File: config.mk
export PLATFORM = sky130hd
export DESIGN_NAME = mpu_d_rr_arbiter
export DESIGN_NICKNAME = d
export VERILOG_FILES = /design/src/rtl/mpu_tl_pkg.sv /design/src/rtl/rr_pick.sv /design/src/rtl/mpu_d_rr_arbiter.sv
export SDC_FILE = /design/constraint.sdc
export NUM_CORES = 1
export LEC_CHECK = 0
export ABC_CLOCK_PERIOD_IN_PS = 4480
export CAP_MARGIN = 20
export CORE_MARGIN = 5
export CORE_UTILIZATION = 39
export DETAILED_ROUTE_END_ITERATION = 16
export PLACE_DENSITY = 0.82
export SLEW_MARGIN = 20
export SYNTH_ARGS = -nofsm -noshare
export SYNTH_HDL_FRONTEND = slang
export SYNTH_SLANG_ARGS = --single-unit
File: constraint.sdc
create_clock -name clk -period 4.48 [get_ports clk]
set_input_delay 0.896 -clock clk [delete_from_list [all_inputs] [get_ports clk]]
set_output_delay 0.896 -clock clk [all_outputs]
set_load 0.03 [all_outputs]
File: src/rtl/mpu_tl_pkg.sv
// rtl/mpu_tl_pkg.sv - shared TileLink D-channel payload type and opcodes
package mpu_tl_pkg;

  localparam logic [2:0] D_ACCESS_ACK      = 3'd0;
  localparam logic [2:0] D_ACCESS_ACK_DATA = 3'd1;
  localparam logic [2:0] D_HINT_ACK        = 3'd2;
  localparam logic [2:0] D_GRANT           = 3'd4;
  localparam logic [2:0] D_GRANT_DATA      = 3'd5;
  localparam logic [2:0] D_RELEASE_ACK     = 3'd6;

  // valid/ready live inside the payload but are carried as plain data here
  typedef struct packed {
    logic        valid;
    logic        ready;
    logic [2:0]  opcode;
    logic [1:0]  param;
    logic [2:0]  size;
    logic [7:0]  source;
    logic        sink;
    logic        denied;
    logic [31:0] data;
    logic        corrupt;
  } tl_d_channel;

  typedef enum logic {
    ST_EMPTY = 1'b0,
    ST_FULL  = 1'b1
  } out_state_e;

endpackage

File: src/rtl/rr_pick.sv
// rtl/rr_pick.sv - combinational round-robin pick starting after the last winner
module rr_pick #(
  parameter int NUM_REQ = 4,
  parameter int IDX_W   = $clog2(NUM_REQ)
) (
  input  logic [NUM_REQ-1:0] req,
  input  logic [IDX_W-1:0]   last,
  output logic [NUM_REQ-1:0] gnt_onehot,
  output logic [IDX_W-1:0]   gnt_idx,
  output logic               any
);

  // Candidate index is formed one bit wider so the wrap works for any NUM_REQ.
  always_comb begin
    logic [IDX_W:0] cand;
    cand       = '0;
    gnt_onehot = '0;
    gnt_idx    = '0;
    any        = 1'b0;
    for (int i = 1; i <= NUM_REQ; i++) begin
      cand = {1'b0, last} + (IDX_W+1)'(i);
      if (cand >= (IDX_W+1)'(NUM_REQ)) cand = cand - (IDX_W+1)'(NUM_REQ);
      if (!any && req[cand[IDX_W-1:0]]) begin
        any                         = 1'b1;
        gnt_idx                     = cand[IDX_W-1:0];
        gnt_onehot[cand[IDX_W-1:0]] = 1'b1;
      end
    end
  end

endmodule

File: src/rtl/mpu_d_rr_arbiter.sv
// rtl/mpu_d_rr_arbiter.sv - round-robin D-channel response arbiter with registered output
module mpu_d_rr_arbiter
  import mpu_tl_pkg::*;
#(
  parameter int NUM_REQ     = 4,
  parameter int IDX_W       = $clog2(NUM_REQ),
  parameter int STALL_LIMIT = 64,
  parameter int CNT_W       = 8
) (
  input  logic               clk,
  input  logic               rst,
  input  logic [NUM_REQ-1:0] req_valid,
  input  tl_d_channel        req_bits [NUM_REQ],
  output logic [NUM_REQ-1:0] req_ready,
  output logic               d_valid,
  output tl_d_channel        d_bits,
  input  logic               d_ready,
  output logic [IDX_W-1:0]   d_grant_id,
  output logic               stall_err,
  input  logic               stall_clr
);

  out_state_e         state, state_nxt;
  logic               load;
  logic               grant;
  logic               any;
  logic [NUM_REQ-1:0] gnt_onehot;
  logic [IDX_W-1:0]   gnt_idx;
  logic [IDX_W-1:0]   last_grant;
  logic               stalled;
  logic [CNT_W-1:0]   wd_cnt, wd_nxt;

  rr_pick #(.NUM_REQ(NUM_REQ), .IDX_W(IDX_W)) u_pick (
    .req        (req_valid),
    .last       (last_grant),
    .gnt_onehot (gnt_onehot),
    .gnt_idx    (gnt_idx),
    .any        (any)
  );

  assign load  = (state == ST_EMPTY) || d_ready;
  assign grant = load && any;

  always_ff @(posedge clk or posedge rst) begin
    if (rst) state <= ST_EMPTY;
    else     state <= state_nxt;
  end

  always_comb begin
    state_nxt = state;
    if (load) state_nxt = any ? ST_FULL : ST_EMPTY;
  end

  always_comb begin
    d_valid   = (state == ST_FULL);
    req_ready = load ? gnt_onehot : '0;
  end

  // Payload and pointer move only on a real grant; an idle load just empties the stage.
  always_ff @(posedge clk or posedge rst) begin
    if (rst) begin
      d_bits     <= '0;
      d_grant_id <= '0;
      last_grant <= IDX_W'(NUM_REQ - 1);
    end else if (grant) begin
      d_bits     <= req_bits[gnt_idx];
      d_grant_id <= gnt_idx;
      last_grant <= gnt_idx;
    end
  end

  assign stalled = d_valid && !d_ready;

  always_comb begin
    wd_nxt = '0;
    if (stalled) wd_nxt = (wd_cnt == CNT_W'(STALL_LIMIT)) ? wd_cnt : wd_cnt + 1'b1;
  end

  always_ff @(posedge clk or posedge rst) begin
    if (rst) begin
      wd_cnt    <= '0;
      stall_err <= 1'b0;
    end else if (stall_clr) begin
      wd_cnt    <= '0;
      stall_err <= 1'b0;
    end else begin
      wd_cnt <= wd_nxt;
      if (wd_nxt == CNT_W'(STALL_LIMIT)) stall_err <= 1'b1;
    end
  end

endmodule

=== Yosys cells after proc, flatten, opt, wreduce, memory -nomap -nowiden ===
Cells that the tools add are included.

* Flip-flop bits (word level): 67
* Output and inout port bits: 61
* Logic and storage cells: 101

* Order comparisons: 13
* Reduce and logical (&&, ||, !) cells: 15
* Add/subtract/negate cells: 9
* Bitwise operators: 5
* Mux-type cells: 42
* Equal/unequal tests: 2

{| class="wikitable"
|+ Operators with widths
! operator !! number
|-
| $bmux W53 S2 || 1
|-
| $mux W53 || 2
|-
| $mux W8 || 3
|-
| $mux W4 || 5
|-
| $eq A8 B7 Y1 const B || 2
|-
| $mux W2 || 8
|-
| $ge A3 B3 Y1 const B || 5
|-
| $mux W1 || 15
|-
| $lt A2 B3 Y1 const B || 4
|-
| $or A4 B4 Y4 || 3
|-
| $logic_and A1 B1 Y1 || 9
|-
| $add A8 B1 Y8 const B || 1
|-
| $bmux W1 S2 || 4
|-
| $demux W1 S2 || 4
|-
| $ge A2 B1 Y1 const B || 4
|-
| $sub A2 B1 Y2 const B || 4
|-
| $add A2 B2 Y3 const B || 2
|-
| $logic_not A1 Y1 || 4
|-
| $add A2 B1 Y3 const B || 1
|-
| $add A2 B3 Y3 const B || 1
|-
| $not A2 Y3 || 1
|-
| $reduce_bool A2 Y1 || 1
|-
| $logic_or A1 B1 Y1 || 1
|-
| $not A1 Y1 || 1
|}

=== Logic depth before layout (Yosys ltp) ===
Gate-level depths: netlist of the first run.

* Word-level depth: 19
* Gate-level depth with buffers: 13
* Gate-level depth less buffers: 8

=== By module ===
From an unflattened synthesis of the first run, not the netlist that was laid out.

* Cell total of the unflattened synthesis: 336
* Area total of the unflattened synthesis: 4593.2 µm²

{| class="wikitable"
|+ By module, submodules not included
! module !! area each (µm²) !! instances !! sequential area each (µm²) !! cells an instance
|-
| mpu_d_rr_arbiter || 4067.7 || 1 || 1679.1 || 268
|-
| rr_pick || 525.5 || 1 || 0.0 || 68
|}

=== Worst setup path after synthesis of the first run ===
Ideal clock, no wire load.

* Kind: register -> output
* Start point: register last_grant[0]
* End point: output req_ready[0]
* Buffers on the path: 3
* Setup slack: 0.532 ns
* Arrival: 3.052 ns
* Stages on the path, launching flop included: 11
* Cells stage by stage: dfstp_2 -> buf_6 -> inv_2 -> buf_4 -> ha_1 -> buf_6 -> mux4_2 -> or3_4 -> nor2_1 -> a221oi_1 -> nor2_1

* Longest elaborated chain between the ends: 16
* Elaborated cells on any way between the ends: 61
* Those cells by class: add/sub (8); order compare (12); mux (28); bitwise (3); reduce/logical (10)

{| class="wikitable"
|+ RTL lines
! what !! line !! text
|-
| start, declared || mpu_d_rr_arbiter.sv:29 || <nowiki>logic [IDX_W-1:0] last_grant;</nowiki>
|-
| start signal, assigned || mpu_d_rr_arbiter.sv:64 || <nowiki>last_grant <= IDX_W'(NUM_REQ - 1);</nowiki>
|-
| start signal, assigned || mpu_d_rr_arbiter.sv:68 || <nowiki>last_grant <= gnt_idx;</nowiki>
|-
| parallel branches: the longest is 14 deep, another holds $add A2 B1 Y3 || n/a ||
|-
| $mux W4 (*) || rr_pick.sv:23 || <nowiki>if (!any && req[cand[IDX_W-1:0]]) begin</nowiki>
|-
| $mux W4 (*) || mpu_d_rr_arbiter.sv:56 || <nowiki>req_ready = load ? gnt_onehot : '0;</nowiki>
|-
| end, declared || mpu_d_rr_arbiter.sv:14 || <nowiki>output logic [NUM_REQ-1:0] req_ready,</nowiki>
|}

Mark *: on every way between the ends. The select of a mux whose other input is x is not followed.

=== Worst setup path after layout of the first run ===
* Start point: register last_grant[0]
* End point: output req_ready[1]

The elaborated chain is that of the path after synthesis.

==> metrics.csv, run 1 <==
stage;metric;value;unit
timing;slew_headroom;34.5;%
placed_design;post-dp-hpwl;14200;um
die;core;12600;um2
timing;fin_crit_sh;96.6;%
routing;ant_nets;0;
synthesis;avgSynthCellArea;10.7;um2
cts;post_cts_resized;0;
grt;overflow;0;
cells_and_area;final_cell_mix;clkdlybuf4s50_1 (276), mux2i_1 (85), dfrtp_1 (65), nand2_1 (34), o221ai_1 (29);
timing;grt_setup_unrepaired;false;
synthesis;ys_seq_area_share;33.8;%
setup_path;r2r-end;d_bits[32];
timing;hold_viol_final;0;
setup_path;r2r_start;last_grant[0];
setup_path;cp.arrival;3.43;ns
grt;grt_pass1_vias;5400;
timing;slew_viol_final;0;
setup_path;critPathMaxStageDelay;0.79;ns
synthesis;yosysWarnings;0;
timing;hold_ws;0.488;ns
grt;grt_first_pass_wirelength;27300;um
cells_and_area;final_common_cell;clkdlybuf4s50_1;
setup_path;reg2reg_depth;9;
routing;wl_per_cell;20.3;um
setup_path;regToRegSetupSlack;0.63;ns
flow_run;maxCapViolations;0;
routing;via_count;5085;
setup_path;crit_start;last_grant[0];
setup_path;cp_slowest_cell;dfstp_2;
grt;antenna_found_initial;0;
cts;postCtsSetupBuffers;0;
synthesis;ys_async_sr_fraction;100;%
synthesis;synthFlopType;dfrtp_1;
routing;drt-total-wl;18300;um
setup_path;critPathLaunchType;flop;
timing;worstMarginPinSlew;0.978;ns
die;row_count;41;
routing;drt_first_pass_iters;5;
cells_and_area;nets;953;
cts;cts_made_buffers;9;
synthesis;syn_area;4970;um2
setup_path;worstSetupPathType;reg -> out;
synthesis;synth_edf_count;0;
die;initial_core_util;39.5;%
setup_path;crit_chain;inv_2, ha_1, mux4_2, or3_4, nor2_1, a221oi_1, nor2_1, buf_4;
cts;root_buffer;clkbuf_16;
cells_and_area;area_growth;63.4;%
cts;clock-sinks;67;
hold_path;hold_path_class;reg -> reg;
cts;clock_latency;0.33;ns
routing;viasPerCell;5.65;
cells_and_area;n_antenna_cell;0;
routing;drc;0;
grt;grt_max_degree;50;
cts;cts_tree;yes;
cts;ctsHtreeMaxLevel;3;
cells_and_area;drive_gt1_share;12.1;%
synthesis;ys_ff_latch;67;
cells_and_area;fillerInstances;994;
power_and_ir_drop;pwr_density_cell;716;nW/um2
setup_path;required;3.58;ns
synthesis;synth_nets;693;
power_and_ir_drop;power_leakage;3.30;nW
synthesis;netlist_instances;463;
setup_path;path_common_cell;nor2_1;
setup_path;crit_fanout;16;
setup_path;critPathCapture;req_ready[1];
setup_path;endpoint_kind;primary output;
cts;clk_pin_slew_worst_paths;0.05;ns
timing;worst_slack;0.153;ns
timing;fin_tns_setup;0;ns
die;io_pins;281;
placed_design;io_buffer_count;280;
timing;finClkSkew;0.0109;ns
timing;fmax;0.231;GHz
placed_design;dp_slack;0.369;ns
synthesis;netlist-cell-type-count;51;
cts;clock_path_buffers;2;
routing;drt_iter0_drc;242;
timing;finalSetupViolations;0;
die;die_area;15100;um2
timing;min_period;4.33;ns
placed_design;gp_congestion;0.885;
outcome;status;complete, no violations;
power_and_ir_drop;vdd.ir_drop.worst;0.391;mV
grt;grtUsageTotal;23.2;%
power_and_ir_drop;power.total;5.81;mW
die;dieHeight;123;um
cts;ctsHoldBuffers;0;
die;die-width;123;um
==> cells by family after synthesis <==
| kind of cell | after synthesis | synth area share (%) |
|---|---|---|
| AO/OA/AOI/OAI | 127 | 23.5 |
| multiplexers | 115 | 24.8 |
| AND/OR/NAND/NOR | 82 | 7.48 |
| flip-flops | 67 | 33.8 |
| buffers and inverters | 53 | 6.25 |
| adder cells (fa/ha/maj) | 10 | 2.52 |
| XOR/XNOR | 9 | 1.59 |
==> layer usage <==
metal  vias up  routed length (um)  track usage, %
met3        38                1750            6.36
met5         -                   0               0
met4         0                 496            9.38
li1       2326                   -               -
met2       281                9010            39.8
met1      2440                7050            27.2
==> state kept, by name, summed over array words and instances (netlist names) <==
register	count
d_bits	53
d_grant_id	2
d_valid	1
last_grant	2
stall_err	1
wd_cnt	8
==> report_power, final <==
part           switching (mW)  internal [mW]  leakage (nW)
sequential              0.213          0.898         0.826
clock                   0.248          0.402         0.139
combinational            2.20           1.85          2.34
total                    2.66           3.15          3.30
==> per-stage QoR <==
step / area [um2] / std cells / utilization (%)
after floorplan: 4970 / 463 / -
after global placement: 7810 / 883 / 62.2
after detailed placement: 7810 / 883 / 62.2
after CTS: 8090 / 899 / 64.4
after global routing: 8120 / 900 / 64.6
final: 8120 / 900 / 64.6
==> how the worst min path moves through the flow <==
stage | start | endpoint | cells past startpoint
2_1_floorplan | wd_cnt[6] | wd_cnt[6] | 2
3_3_place_gp | d_grant_id[0] | d_grant_id[0] | 2
3_5_place_dp | d_bits[5] | d_bits[5] | 2
4_1_cts | d_bits[5] | d_bits[5] | 2
5_1_grt | d_bits[5] | d_bits[5] | 2
6_report | d_bits[31] | d_bits[31] | 2
==> worst max-delay path: cells and delay by family, from the launching register on <==
| family | cells | cell delay [ns] |
|---|---|---|
| muxes | 1 | 0.59 |
| adders and majority gates | 1 | 0.51 |
| DFF | 1 | 0.79 |
| AOI/OAI and AO/OA | 1 | 0.12 |
| buffers and inverters | 2 | 0.27 |
| and+or+nand+nor | 3 | 0.82 |
==> cells in the mapped netlist, types with 6 or more instances <==
library cell	instances	area, um2
a211oi_1	25	188
a221o_1	24	240
buf_2	20	100
buf_4	6	45.0
clkbuf_1	9	33.8
dfrtp_1	65	1630
ha_1	10	125
inv_1	8	30.0
mux2_2	22	248
mux2i_1	85	851
nand2_1	34	128
nor2_1	25	93.8
o221ai_1	29	254
o22ai_2	20	250
==> final cells by class <==
type,count,area [um2],area share (%)
multi-input combinational,343,2990,36.8
inverter,9,33.8,0.416
sequential,67,1680,20.7
timing repair buffer,293,2920,36.0
tap,172,215,2.65
clock inverter,3,15.0,0.185
clock buffer,13,260,3.21
Power figures use the tool's default switching activity.
==> inputs of run 2 (changes only) <==
--- a/config.mk
+++ b/config.mk
@@ -11,7 +11,6 @@
 export CORE_UTILIZATION = 39
 export DETAILED_ROUTE_END_ITERATION = 16
 export PLACE_DENSITY = 0.82
-export SLEW_MARGIN = 20
 export SYNTH_ARGS = -nofsm -noshare
 export SYNTH_HDL_FRONTEND = slang
 export SYNTH_SLANG_ARGS = --single-unit
==> run 2 against run 1 <==
Net effect: sequential share of layout area about the same; combinational power about the same; first-iteration DRC count fell by 7.9%; die area did not move; clock skew is essentially flat; global-route usage stayed put; setup slack improved by 0.014 ns; count of clock-buffer cells in the layout is the same; worst hold slack hardly changed; critical path depth did not move; flip-flop and latch count did not move; critical path type unchanged; highest routed layer unchanged.
==> metrics.csv, run 2 (synthesis gave the netlist of run 1 again) <==
stage;metric;value;unit
placed_design;gp_congestion;0.885;
timing;hold_viol_final;0;
routing;drt_first_pass_iters;5;
setup_path;path_buf_inv;2;
placed_design;io_buffer_count;280;
grt;grtUsageTotal;23.2;%
cells_and_area;area_growth;63.3;%
routing;wl_per_cell;20.2;um
grt;antenna_found_initial;0;
timing;min_period;4.31;ns
setup_path;critPathLaunchType;flop;
setup_path;path_common_cell;nor2_1;
cells_and_area;largest_register_ffs;53;
routing;viasPerCell;5.66;
setup_path;crit_fanout;16;
power_and_ir_drop;pwr_density_cell;717;nW/um2
timing;slew_viol_final;0;
cts;clock_latency;0.33;ns
power_and_ir_drop;vdd.ir_drop.worst;0.389;mV
setup_path;crit_chain;inv_2, ha_1, mux4_2, or3_4, nor2_1, a221oi_1, nor2_1, buf_4;
routing;drc;0;
timing;worstMarginPinSlew;0.974;ns
cts;root_buffer;clkbuf_16;
timing;fin_tns_setup;0;ns
cts;cts_tree;yes;
setup_path;required;3.58;ns
grt;overflow;0;
die;die-width;123;um
routing;via_count;5090;
cts;postCtsSetupBuffers;0;
setup_path;worstSetupPathType;reg -> out;
routing;ant_nets;0;
outcome;status;complete, no violations;
flow_run;maxCapViolations;0;
routing;drt-total-wl;18200;um
grt;grt_pass1_vias;5400;
power_and_ir_drop;power_leakage;3.30;nW
hold_path;hold_path_class;reg -> reg;
cells_and_area;final_common_cell;clkdlybuf4s50_1;
die;dieHeight;123;um
setup_path;endpoint_kind;primary output;
cells_and_area;reg.largest.list;d_bits (53), wd_cnt (8);
setup_path;cp_top_family;simple AND/OR/NAND/NOR gates;
setup_path;cp_slowest_cell;dfstp_2;
routing;drt_iter0_drc;223;
die;core;12600;um2
timing;slew_headroom;34.8;%
placed_design;post-dp-hpwl;14200;um
cells_and_area;final_cell_mix;clkdlybuf4s50_1 (276), mux2i_1 (85), dfrtp_1 (65), nand2_1 (34), o221ai_1 (29);
setup_path;cp.arrival;3.42;ns
setup_path;critPathMaxStageDelay;0.79;ns
grt;grt_first_pass_wirelength;27300;um
timing;finalSetupViolations;0;
cts;ctsHoldBuffers;0;
cts;clock-sinks;67;
cells_and_area;n_antenna_cell;0;
timing;fin_crit_sh;96.3;%
cts;clk_pin_slew_worst_paths;0.05;ns
die;row_count;41;
placed_design;placed_cells;883;
timing;grt_setup_unrepaired;false;
cts;cts_made_buffers;9;
cells_and_area;drive_gt1_share;12.1;%
cells_and_area;layout.cells.non_filler;900;
die;die_area;15100;um2
timing;fmax;0.232;GHz
die;initial_core_util;39.5;%
cts;clock_path_buffers;2;
cts;post_cts_resized;0;
cts;ctsHtreeMaxLevel;3;
cells_and_area;nets;953;
cells_and_area;regMostFlops;d_bits;
grt;grt_max_degree;50;
die;io_pins;281;
timing;finClkSkew;0.0109;ns
==> run 2: cell types whose count changed in the layout (fill, tap and decap cells not counted) <==
cell / delta
buf_12: +1
buf_16: -1
==> run 2: final cells by class <==
cell class / instances / area [um2]
Fill cell: 994 / 4460
Sequential cell: 67 / 1680
Timing Repair Buffer: 293 / 2920
Inverter: 9 / 33.8
Clock buffer: 13 / 260
Multi-Input combinational cell: 343 / 2990
Tap cell: 172 / 215
Clock inverter: 3 / 15.0
==> run 2: metal layers <==
metal | GRT usage, % | vias to the layer above | part of all wire, %
li1 | - | 2325 | -
met1 | 27.2 | 2439 | 38
met2 | 39.8 | 286 | 49
met3 | 6.36 | 40 | 9.8
met4 | 9.38 | 0 | 2.7
met5 | 0 | - | 0
==> run 2: worst paths after layout <==
kind / slack [ns] / depth (start not counted) / end / from
min reg2reg: 0.49 / 2 / d_bits[31] / d_bits[31]
max: 0.17 / 8 / req_ready[1] / last_grant[0]
max reg2reg: 0.64 / 9 / d_bits[32] / last_grant[0]
min: 0.49 / 2 / d_bits[31] / d_bits[31]
min in group asynchronous: 0.76 / 2 / d_valid / rst
max in group asynchronous: 2.90 / 4 / d_bits[32] / rst
==> run 2: tightest hold or removal path: stages (launching register included) <==
cell      delay, ns
dfrtp_1        0.33
nand2_1        0.05
o221ai_1       0.06
==> run 2: through the flow <==
step / worst slack (ns) / power (mW) / hold slack (ns) / cell area [um2] / utilization (%)
2_1_floorplan: 0.532 / 3.97 / 0.542 / 4970 / -
3_3_place_gp: 0.558 / 5.07 / 0.466 / 7810 / 62.2
3_5_place_dp: 0.369 / 5.18 / 0.477 / 7810 / 62.2
4_1_cts: 0.178 / 5.85 / 0.489 / 8090 / 64.4
5_1_grt: 0.0196 / 6.14 / 0.504 / 8110 / 64.5
6_report: 0.167 / 5.81 / 0.488 / 8110 / 64.5
==> run 2: power breakdown <==
part           switching, mW  internal, mW
registers              0.213         0.898
clock network          0.248         0.402
logic                   2.19          1.85
total                   2.66          3.15
==> inputs of run 3 (changes only) <==
--- a/config.mk
+++ b/config.mk
@@ -14,3 +14,4 @@
 export SYNTH_ARGS = -nofsm -noshare
 export SYNTH_HDL_FRONTEND = slang
 export SYNTH_SLANG_ARGS = --single-unit
+export TNS_END_PERCENT = 50
==> results of run 3 <==
Same layout as run 2: the final DEF is identical, and so are final timing and power.
